`src/rtl/time_set_ctrl.sv`:
```
`timescale 1ns/1ps
// time_set_ctrl
// Button-driven time-entry controller for the RTC initial-time load port.
// The user presses set to start editing (fields are seeded from the running
// RTC), adjusts hours and then minutes with inc/dec, and a final set commits
// both fields with a one-cycle load strobe. An edit with no button activity
// for TIMEOUT_CYCLES is abandoned without a strobe.
//
// Optional feature: define TIME_SET_AUTOREPEAT_EN to build inc/dec
// auto-repeat (HOLD_CYCLES before the first repeat, then one every
// REPEAT_CYCLES while held, edit states only). Without the macro, a press
// gives exactly one event and the repeat counters do not exist.
//
// Ports:
//   clk, rst                  clock, synchronous active-high reset
//   btn_set/btn_inc/btn_dec   raw asynchronous button levels, active-high
//   rtc_hh, rtc_mm            current RTC time (seed values, IDLE display)
//   initial_time_hh/_mm       last committed time (registered)
//   initial_time_valid        one-cycle load strobe (COMMIT state)
//   disp_hh, disp_mm          RTC time in IDLE, edit registers otherwise
//   blank_hh, blank_mm        blink blanking of the field being edited
//   editing                   high in EDIT_HH and EDIT_MM
//   dbg_state_o               current FSM state (IDLE/EDIT_HH/EDIT_MM/COMMIT)
//
// Handshake: initial_time_valid is a valid-only strobe with no ready; the
// RTC must accept initial_time_hh/_mm in the cycle the strobe is high.
module time_set_ctrl #(
    parameter int TIMEOUT_CYCLES = 1000,
    parameter int BLINK_HALF     = 250,
    parameter int HOLD_CYCLES    = 500,
    parameter int REPEAT_CYCLES  = 100
) (
    input  logic       clk,
    input  logic       rst,
    input  logic       btn_set,
    input  logic       btn_inc,
    input  logic       btn_dec,
    input  logic [4:0] rtc_hh,
    input  logic [5:0] rtc_mm,
    output logic [4:0] initial_time_hh,
    output logic [5:0] initial_time_mm,
    output logic       initial_time_valid,
    output logic [4:0] disp_hh,
    output logic [5:0] disp_mm,
    output logic       blank_hh,
    output logic       blank_mm,
    output logic       editing,
    output logic [1:0] dbg_state_o
);

    typedef enum logic [1:0] {
        IDLE    = 2'd0,
        EDIT_HH = 2'd1,
        EDIT_MM = 2'd2,
        COMMIT  = 2'd3
    } state_e;

    localparam int TW = $clog2(TIMEOUT_CYCLES + 1);
    localparam int BW = $clog2(2 * BLINK_HALF);
    localparam logic [TW-1:0] TMO_LIMIT  = TW'(TIMEOUT_CYCLES);
    localparam logic [BW-1:0] BLINK_ON   = BW'(BLINK_HALF);
    localparam logic [BW-1:0] BLINK_LAST = BW'(2 * BLINK_HALF - 1);

    state_e state_q, state_d;
    logic [4:0] edit_hh_q, edit_hh_d;
    logic [5:0] edit_mm_q, edit_mm_d;
    logic [4:0] init_hh_q;
    logic [5:0] init_mm_q;
    logic [TW-1:0] tmo_q;
    logic [BW-1:0] blink_q;
    logic load_commit;

    // Button conditioning, bit order {dec, inc, set}. The edge detector
    // output is registered so an event lands one cycle after the second
    // synchronizer stage sees the press.
    logic [2:0] sync1_q, sync2_q, prev_q, ev_q;

    always_ff @(posedge clk) begin
        if (rst) begin
            sync1_q <= '0;
            sync2_q <= '0;
            prev_q  <= '0;
            ev_q    <= '0;
        end else begin
            sync1_q <= {btn_dec, btn_inc, btn_set};
            sync2_q <= sync1_q;
            prev_q  <= sync2_q;
            ev_q    <= sync2_q & ~prev_q;
        end
    end

    logic in_edit;
    assign in_edit = (state_q == EDIT_HH) || (state_q == EDIT_MM);

    logic set_ev, inc_ev, dec_ev;
    assign set_ev = ev_q[0];

`ifdef TIME_SET_AUTOREPEAT_EN
    // Hold counters run while the synchronized level is high. On reaching
    // HOLD_CYCLES a repeat fires and the counter reloads so the next one
    // comes REPEAT_CYCLES later.
    localparam int RW = $clog2(HOLD_CYCLES + 1);
    localparam logic [RW-1:0] HOLD_V   = RW'(HOLD_CYCLES);
    localparam logic [RW-1:0] RELOAD_V = RW'(HOLD_CYCLES - REPEAT_CYCLES);

    logic [RW-1:0] rinc_q, rdec_q;
    logic rep_inc, rep_dec;
    assign rep_inc = in_edit && sync2_q[1] && (rinc_q == HOLD_V);
    assign rep_dec = in_edit && sync2_q[2] && (rdec_q == HOLD_V);

    always_ff @(posedge clk) begin
        if (rst || !in_edit) begin
            rinc_q <= '0;
            rdec_q <= '0;
        end else begin
            if (!sync2_q[1])   rinc_q <= '0;
            else if (rep_inc)  rinc_q <= RELOAD_V;
            else               rinc_q <= rinc_q + 1'b1;
            if (!sync2_q[2])   rdec_q <= '0;
            else if (rep_dec)  rdec_q <= RELOAD_V;
            else               rdec_q <= rdec_q + 1'b1;
        end
    end

    assign inc_ev = ev_q[1] | rep_inc;
    assign dec_ev = ev_q[2] | rep_dec;
`else
    assign inc_ev = ev_q[1];
    assign dec_ev = ev_q[2];
`endif

    logic any_ev, tmo_hit;
    assign any_ev  = set_ev | inc_ev | dec_ev;
    assign tmo_hit = (tmo_q == TMO_LIMIT);

    // Out-of-range values wrap to 0 on inc and to the maximum on dec.
    function automatic logic [4:0] hh_step(input logic [4:0] v, input logic up);
        if (up) return (v >= 5'd23) ? 5'd0 : v + 5'd1;
        else    return (v == 5'd0 || v > 5'd23) ? 5'd23 : v - 5'd1;
    endfunction

    function automatic logic [5:0] mm_step(input logic [5:0] v, input logic up);
        if (up) return (v >= 6'd59) ? 6'd0 : v + 6'd1;
        else    return (v == 6'd0 || v > 6'd59) ? 6'd59 : v - 6'd1;
    endfunction

    always_comb begin
        state_d     = state_q;
        edit_hh_d   = edit_hh_q;
        edit_mm_d   = edit_mm_q;
        load_commit = 1'b0;
        case (state_q)
            IDLE: begin
                if (set_ev) begin
                    state_d   = EDIT_HH;
                    edit_hh_d = rtc_hh;
                    edit_mm_d = rtc_mm;
                end
            end
            EDIT_HH: begin
                if (set_ev)                 state_d = EDIT_MM;
                else if (tmo_hit)           state_d = IDLE;
                else if (inc_ev && !dec_ev) edit_hh_d = hh_step(edit_hh_q, 1'b1);
                else if (dec_ev && !inc_ev) edit_hh_d = hh_step(edit_hh_q, 1'b0);
            end
            EDIT_MM: begin
                if (set_ev) begin
                    state_d     = COMMIT;
                    load_commit = 1'b1;
                end
                else if (tmo_hit)           state_d = IDLE;
                else if (inc_ev && !dec_ev) edit_mm_d = mm_step(edit_mm_q, 1'b1);
                else if (dec_ev && !inc_ev) edit_mm_d = mm_step(edit_mm_q, 1'b0);
            end
            default: state_d = IDLE;
        endcase
    end

    always_ff @(posedge clk) begin
        if (rst) begin
            state_q   <= IDLE;
            edit_hh_q <= '0;
            edit_mm_q <= '0;
            init_hh_q <= '0;
            init_mm_q <= '0;
            tmo_q     <= '0;
            blink_q   <= '0;
        end else begin
            state_q   <= state_d;
            edit_hh_q <= edit_hh_d;
            edit_mm_q <= edit_mm_d;
            if (load_commit) begin
                init_hh_q <= edit_hh_q;
                init_mm_q <= edit_mm_q;
            end
            if (!in_edit || any_ev) tmo_q <= '0;
            else                    tmo_q <= tmo_q + 1'b1;
            // Restart the blink phase on field entry and on every adjustment
            // so the edited value is shown immediately.
            if ((state_d != state_q) || inc_ev || dec_ev) blink_q <= '0;
            else if (blink_q == BLINK_LAST)               blink_q <= '0;
            else                                          blink_q <= blink_q + 1'b1;
        end
    end

    assign initial_time_hh    = init_hh_q;
    assign initial_time_mm    = init_mm_q;
    assign initial_time_valid = (state_q == COMMIT);
    assign disp_hh            = (state_q == IDLE) ? rtc_hh : edit_hh_q;
    assign disp_mm            = (state_q == IDLE) ? rtc_mm : edit_mm_q;
    assign blank_hh           = (state_q == EDIT_HH) && (blink_q >= BLINK_ON);
    assign blank_mm           = (state_q == EDIT_MM) && (blink_q >= BLINK_ON);
    assign editing            = in_edit;
    assign dbg_state_o        = state_q;

endmodule

```
`config.mk`:
```
export PLATFORM = sky130hd
export DESIGN_NAME = time_set_ctrl
export DESIGN_NICKNAME = d
export VERILOG_FILES = /design/src/rtl/time_set_ctrl.sv
export SDC_FILE = /design/constraint.sdc
export NUM_CORES = 1
export LEC_CHECK = 0
export ABC_AREA = 1
export BUFFER_PORTS_ARGS = -buffer_cell sky130_fd_sc_hd__buf_2
export CELL_PAD_IN_SITES_DETAIL_PLACEMENT = 0
export CELL_PAD_IN_SITES_GLOBAL_PLACEMENT = 1
export CORE_ASPECT_RATIO = 0.9
export CORE_MARGIN = 2
export CORE_UTILIZATION = 37
export CTS_CLUSTER_SIZE = 12
export DETAILED_ROUTE_END_ITERATION = 10
export PLACE_DENSITY = 0.79
export SLEW_MARGIN = 20
export SYNTH_ARGS = -nofsm -noshare
export SYNTH_HDL_FRONTEND = slang
export SYNTH_SLANG_ARGS = --single-unit
```
`constraint.sdc`:
```
create_clock -name clk -period 1.7 [get_ports clk]
set_clock_uncertainty 0.15 [all_clocks]
set_input_delay 0.34 -clock clk [delete_from_list [all_inputs] [get_ports clk]]
set_output_delay 0.34 -clock clk [all_outputs]
set_load 0.1 [all_outputs]
```
After elaboration in Yosys (flattened, before gate mapping)
Cells that the tools add are included.
Word-level totals
  input bits: 16
  logic and storage cells: 86
  memories kept: 0
  bits in read-only memories: 0
  bits in latches: 0
  flip-flop bits (word level): 55
  bits in writable memories: 0
Cells by class
  $add $sub $neg: 6
  div/mod/pow operators: 0
  magnitude comparators: 5
  mux-type cells: 25
  shifts and indexed selects: 0
  $mul: 0
  bitwise gates (word level): 4
  equality and inequality tests: 13
  reduce and logical (&&, ||, !) cells: 22
Operator list (number)
  2-to-1 mux 6 bit: 8
  2-to-1 mux 5 bit: 8
  one-hot mux 6 bit (2 select lines): 1
  adder 10 x 1 -> 10 bit (second input constant): 1
  == test 10 bit (second input constant): 1
  != test 2 bit (second input constant): 5
  one-hot mux 5 bit (2 select lines): 1
  AND reduction 5 bit: 2
  adder 9 x 1 -> 9 bit (second input constant): 1
  == test 9 bit (second input constant): 1
  >= comparator 9 x 8 -> 1 bit (second input constant): 1
  2-to-1 mux 2 bit: 4
  adder 6 x 1 -> 6 bit (second input constant): 1
  >= comparator 6 bit (second input constant): 1
  greater-than comparator 6 bit (second input constant): 1
  logical NOT 6 bit: 1
  logical OR 1 bit: 6
  != test 3 bit (second input constant): 2
  one-hot mux 2 bit (3 select lines): 1
  subtractor 6 x 1 -> 6 bit (second input constant): 1
  adder 5 x 1 -> 5 bit (second input constant): 1
  >= comparator 5 bit (second input constant): 1
  greater-than comparator 5 bit (second input constant): 1
  logical NOT 5 bit: 1
  14 further kinds: 23

Depth between registers and ports, before layout
  word-level depth: 8
  gate-level depth with buffers: 14
  mapped depth without buffers: 14

Worst setup path after synthesis
OpenSTA, ideal clock, no wires.
  path kind: flip-flop to output port
  from: reg state_q[0] (netlist: dbg_state_o[0])
  to: out disp_hh[0]
  arrival time: 3846 ps
  stages on the path, launching flop included: 5
  slack: -2636 ps
  buffers on the path: 1
  cell sequence: dfxtp_1 > inv_1 > ha_1 > clkbuf_1 > o21ai_0
On the way
  cells in the longest elaborated chain, start to end: 2
Ends and longest elaborated chain
  start: declaration: RTL line 64  | state_e state_q, state_d;
  start signal: assignment: RTL line 189  | state_q <= state_d;
  logical NOT 2 bit: RTL line 209  | assign disp_hh = (state_q == IDLE) ? rtc_hh : edit_hh_q;
  2-to-1 mux 5 bit: RTL line 209
  end: declaration: RTL line 43  | output logic [4:0] disp_hh,
No other way between the ends.

Final worst setup path
  from: reg blink_q[5]
  to: out blank_hh
On the way
  cells in the longest elaborated chain, start to end: 2
Ends and longest elaborated chain
  start: declaration: RTL line 70  | logic [BW-1:0] blink_q;
  start signal: assignment: RTL line 202  | else blink_q <= blink_q + 1'b1;
  >= comparator 9 x 8 -> 1 bit: RTL line 211  | assign blank_hh = (state_q == EDIT_HH) && (blink_q >= BLINK_ON);
  logical AND 1 bit: RTL line 211
  end: declaration: RTL line 45  | output logic blank_hh,
No other way between the ends.

==> flow_summary.toml <==
[power]
leakage_nw = 1.84
switching_share_pct = 32.7
p_int_mw = 2.02
total_power_mw = 3.00
p_clk_share_pct = 28.6
combPwrFrac_pct = 26.0
power_density_nw_per_um2 = 669
switchingPower_uw = 981
seq_power_share_pct = 45.4
peakVddDrop_v = 0.000400

[yosys]
yosysTopAreaCell = "dfxtp_1"
synth_nets = 443
ys_types = 36
synth_top_cell_area_share_pct = 37.6
netlist_area_um2 = 2930
netlist_instances = 413
synth_top_family_by_area = "simple AND/OR/NAND/NOR gates"
synthSimpleGateAreaFrac_pct = 26.6
yosys_register_bits = 55
ys_warn_count = 0
synth_edf_count = 0
synthMuxAreaShare_pct = 0
avgSynthCellArea_um2 = 7.09
synthAdderAreaFrac_pct = 5.98
synth_area_leaders = "dfxtp_1 (38%), nand2_1 (7.8%), o21ai_0 (7.5%)"
synth-xor-area-share_pct = 3.29
ys.flop_type = "dfxtp_1"
async_flop_share_pct = 0
synth_compound_area_share_pct = 17.9
ys_seq_area_share_pct = 37.6

[place]
placedCellCount = 581
io_buffers = 43
dp_slack_ns = -0.311
dp_hpwl_um = 5600
place_area_um2 = 3970
gp_congestion = 0.860

[route]
vias_per_cell = 4.98
route.vias.total = 3012
drtIter0Drc = 110
drt-total-wl_um = 7960
first_pass_iters = 4
wl_per_cell_um = 13.2
drc = 0
ant_nets = 0

[worst_setup_path]
path_class = "reg -> out"
slowest_stage = "dfxtp_1"
worstPathRequired_ns = 1.21
path_cells = "nand2_1 -> nor2_4 -> o311ai_4 -> nand2_1 -> inv_2 -> nor2_4 -> buf_12"
cp_slowest_stage_delay_ns = 0.35
cp-start-kind = "register"
cp-end-kind = "primary output"
critPathTopFamily = "simple AND/OR/NAND/NOR gates"
critPathMaxFanout = 2
critPathBufInv = 2
crit_arrival_ns = 1.52

[final_layout]
drive_above_1_share_pct = 40.7
syn_to_final_growth_pct = 53.0
nets = 538
diodes = 0
stdcell_area_um2 = 4480
stdcell_count = 605

[timing]
setup_viol = 33
fin_crit_sh_pct = 118
hold_violations = 0
fin_crit_ns = 2.01
rsz0062_at_grt = "yes"
worst_pin_slew_ns = 0.494
tns_ns = -4.89
drv_slew = 0
fin_ws_ns = -0.308
slew_headroom_pct = 67.3
max_freq_mhz = 498

[grt]
grt_pass1_wl_um = 13300
grt_max_degree = 23
grt_util_all_layers_pct = 18.7
grt-ovfl-total = 0
antenna_found_initial = 0
grt_pass1_vias = 2878

[worst_hold_path]
worstHoldPathType = "in -> reg"

[clocking]
cts_root_buf = "clkbuf_8"
cts_buffers = 5
ctsHoldBuffers = 0
cts.sinks = 55
clkTransAtPathRegs_ns = 0.11
htreeDepth = 2
insertion_delay_ns = 0.32
clockBufferDepth = 2
cts_tree = "built"

[floorplan]
start_util_pct = 38.4
coreArea_um2 = 7620
fp.dieW_um = 97.8
dieHeight_um = 88.4
rows = 30
boundaryPins = 44
die-area_um2 = 8640

[status]
outcome = "finished, violations left"
failed_checks = "negative setup slack"

[run]
drv_cap = 0
synthesized netlist by cell type (3+ instances only):
cell type and instances:
nand2_1 61, dfxtp_1 55, nor2_1 53, inv_1 47
o21ai_0 44, a21oi_1 36, nand3_1 17, ha_1 14
nor2_2 13, clkbuf_1 8, nand2_2 8, nor3_1 8
xor2_1 8, inv_2 5, nand4_1 5, a31oi_1 4
o21ai_1 4, xnor2_1 3
cells in the final DEF, fill, tap and decap left out, types with 4 or more instances in the layout:
cell type	netlist	final
dfxtp_2	0	6
clkbuf_8	0	5
inv_1	47	39
nand4_1	5	5
a21oi_1	36	32
xor2_1	8	8
dfxtp_1	55	47
nor2_1	53	46
buf_2	2	26
nand3_1	17	16
a21oi_2	0	4
nand2_2	8	13
inv_4	1	7
o21ai_0	44	28
o21ai_4	0	11
a31oi_1	4	4
nand2_1	61	45
o21ai_1	4	8
buf_6	1	7
buf_12	0	19
nor3_1	8	5
nor2_4	1	5
nand2_4	1	13
nor2_2	13	16
buf_4	0	44
inv_2	5	7
ha_1	14	8
state kept, by name (all words and copies together) (netlist names):
signal           flops
prev_q               3
edit_mm_q            6
ev_q                 3
sync1_q              3
blink_q              9
sync2_q              3
tmo_q               10
initial_time_mm      6
edit_hh_q            5
initial_time_hh      5
dbg_state_o          2
tightest hold or removal path, stage by stage:
cell and delay, ns:
buf_2 0.09, inv_1 0.04, nor2_1 0.03
layout make-up:
cell class / instances / area (µm²)
tap: 96 / 120
inverter: 53 / 216
sequential: 55 / 1120
timing repair buffer: 98 / 962
multi-input combinational: 295 / 1960
fill: 708 / 3140
clock buffer: 6 / 93.8
clock inverter: 2 / 17.5
power by group through the flow:
stage	Clock (mW)	Sequential, mW	Combinational [mW]
after floorplan	0	1.38	0.458
after global placement	0	1.38	0.685
after detailed placement	0	1.38	0.694
after CTS	0.876	1.36	0.749
after global routing	0.932	1.37	0.837
final	0.856	1.36	0.779
per-stage QoR:
step	util, %	hold slack (ns)
after CTS	57.0	0.0580
after detailed placement	52.1	0.230
after floorplan	-	0.223
after global routing	58.8	0.0555
final	58.8	0.0632
after global placement	52.1	0.228
routing by layer:
layer / global-route usage [%] / vias to the layer above / share of wire, %
met2: 33.3 / 72 / 48
met4: 5.05 / 0 / 1.3
met3: 3.79 / 13 / 4.2
met1: 23.3 / 1390 / 46
met5: 0 / - / 0
li1: - / 1537 / -
cells by family after synthesis:
group / after synthesis
buf+inv: 64
flops: 55
compound gates: 97
fa+ha+maj: 14
simple gates: 172
xor+xnor: 11
what timing repair did:
item	in CTS	in global routing
gates resized for setup	50	29
endpoints found under the hold margin	0	0
cloned	2	0
pin swaps	5	4
buffers inserted	10	5
setup endpoints to repair	29	52
final timing paths:
kind	cells after the start	from	slack [ns]	end
worst min register to register	1	prev_q[2]	0.25	ev_q[2]
worst max register to register	12	dbg_state_o[1]	-0.14	blink_q[2]
worst min-delay path	3	btn_inc	0.06	sync1_q[1]
worst max-delay path	7	blink_q[5]	-0.31	blank_hh
No activity file was read; power rests on OpenSTA's default activity.
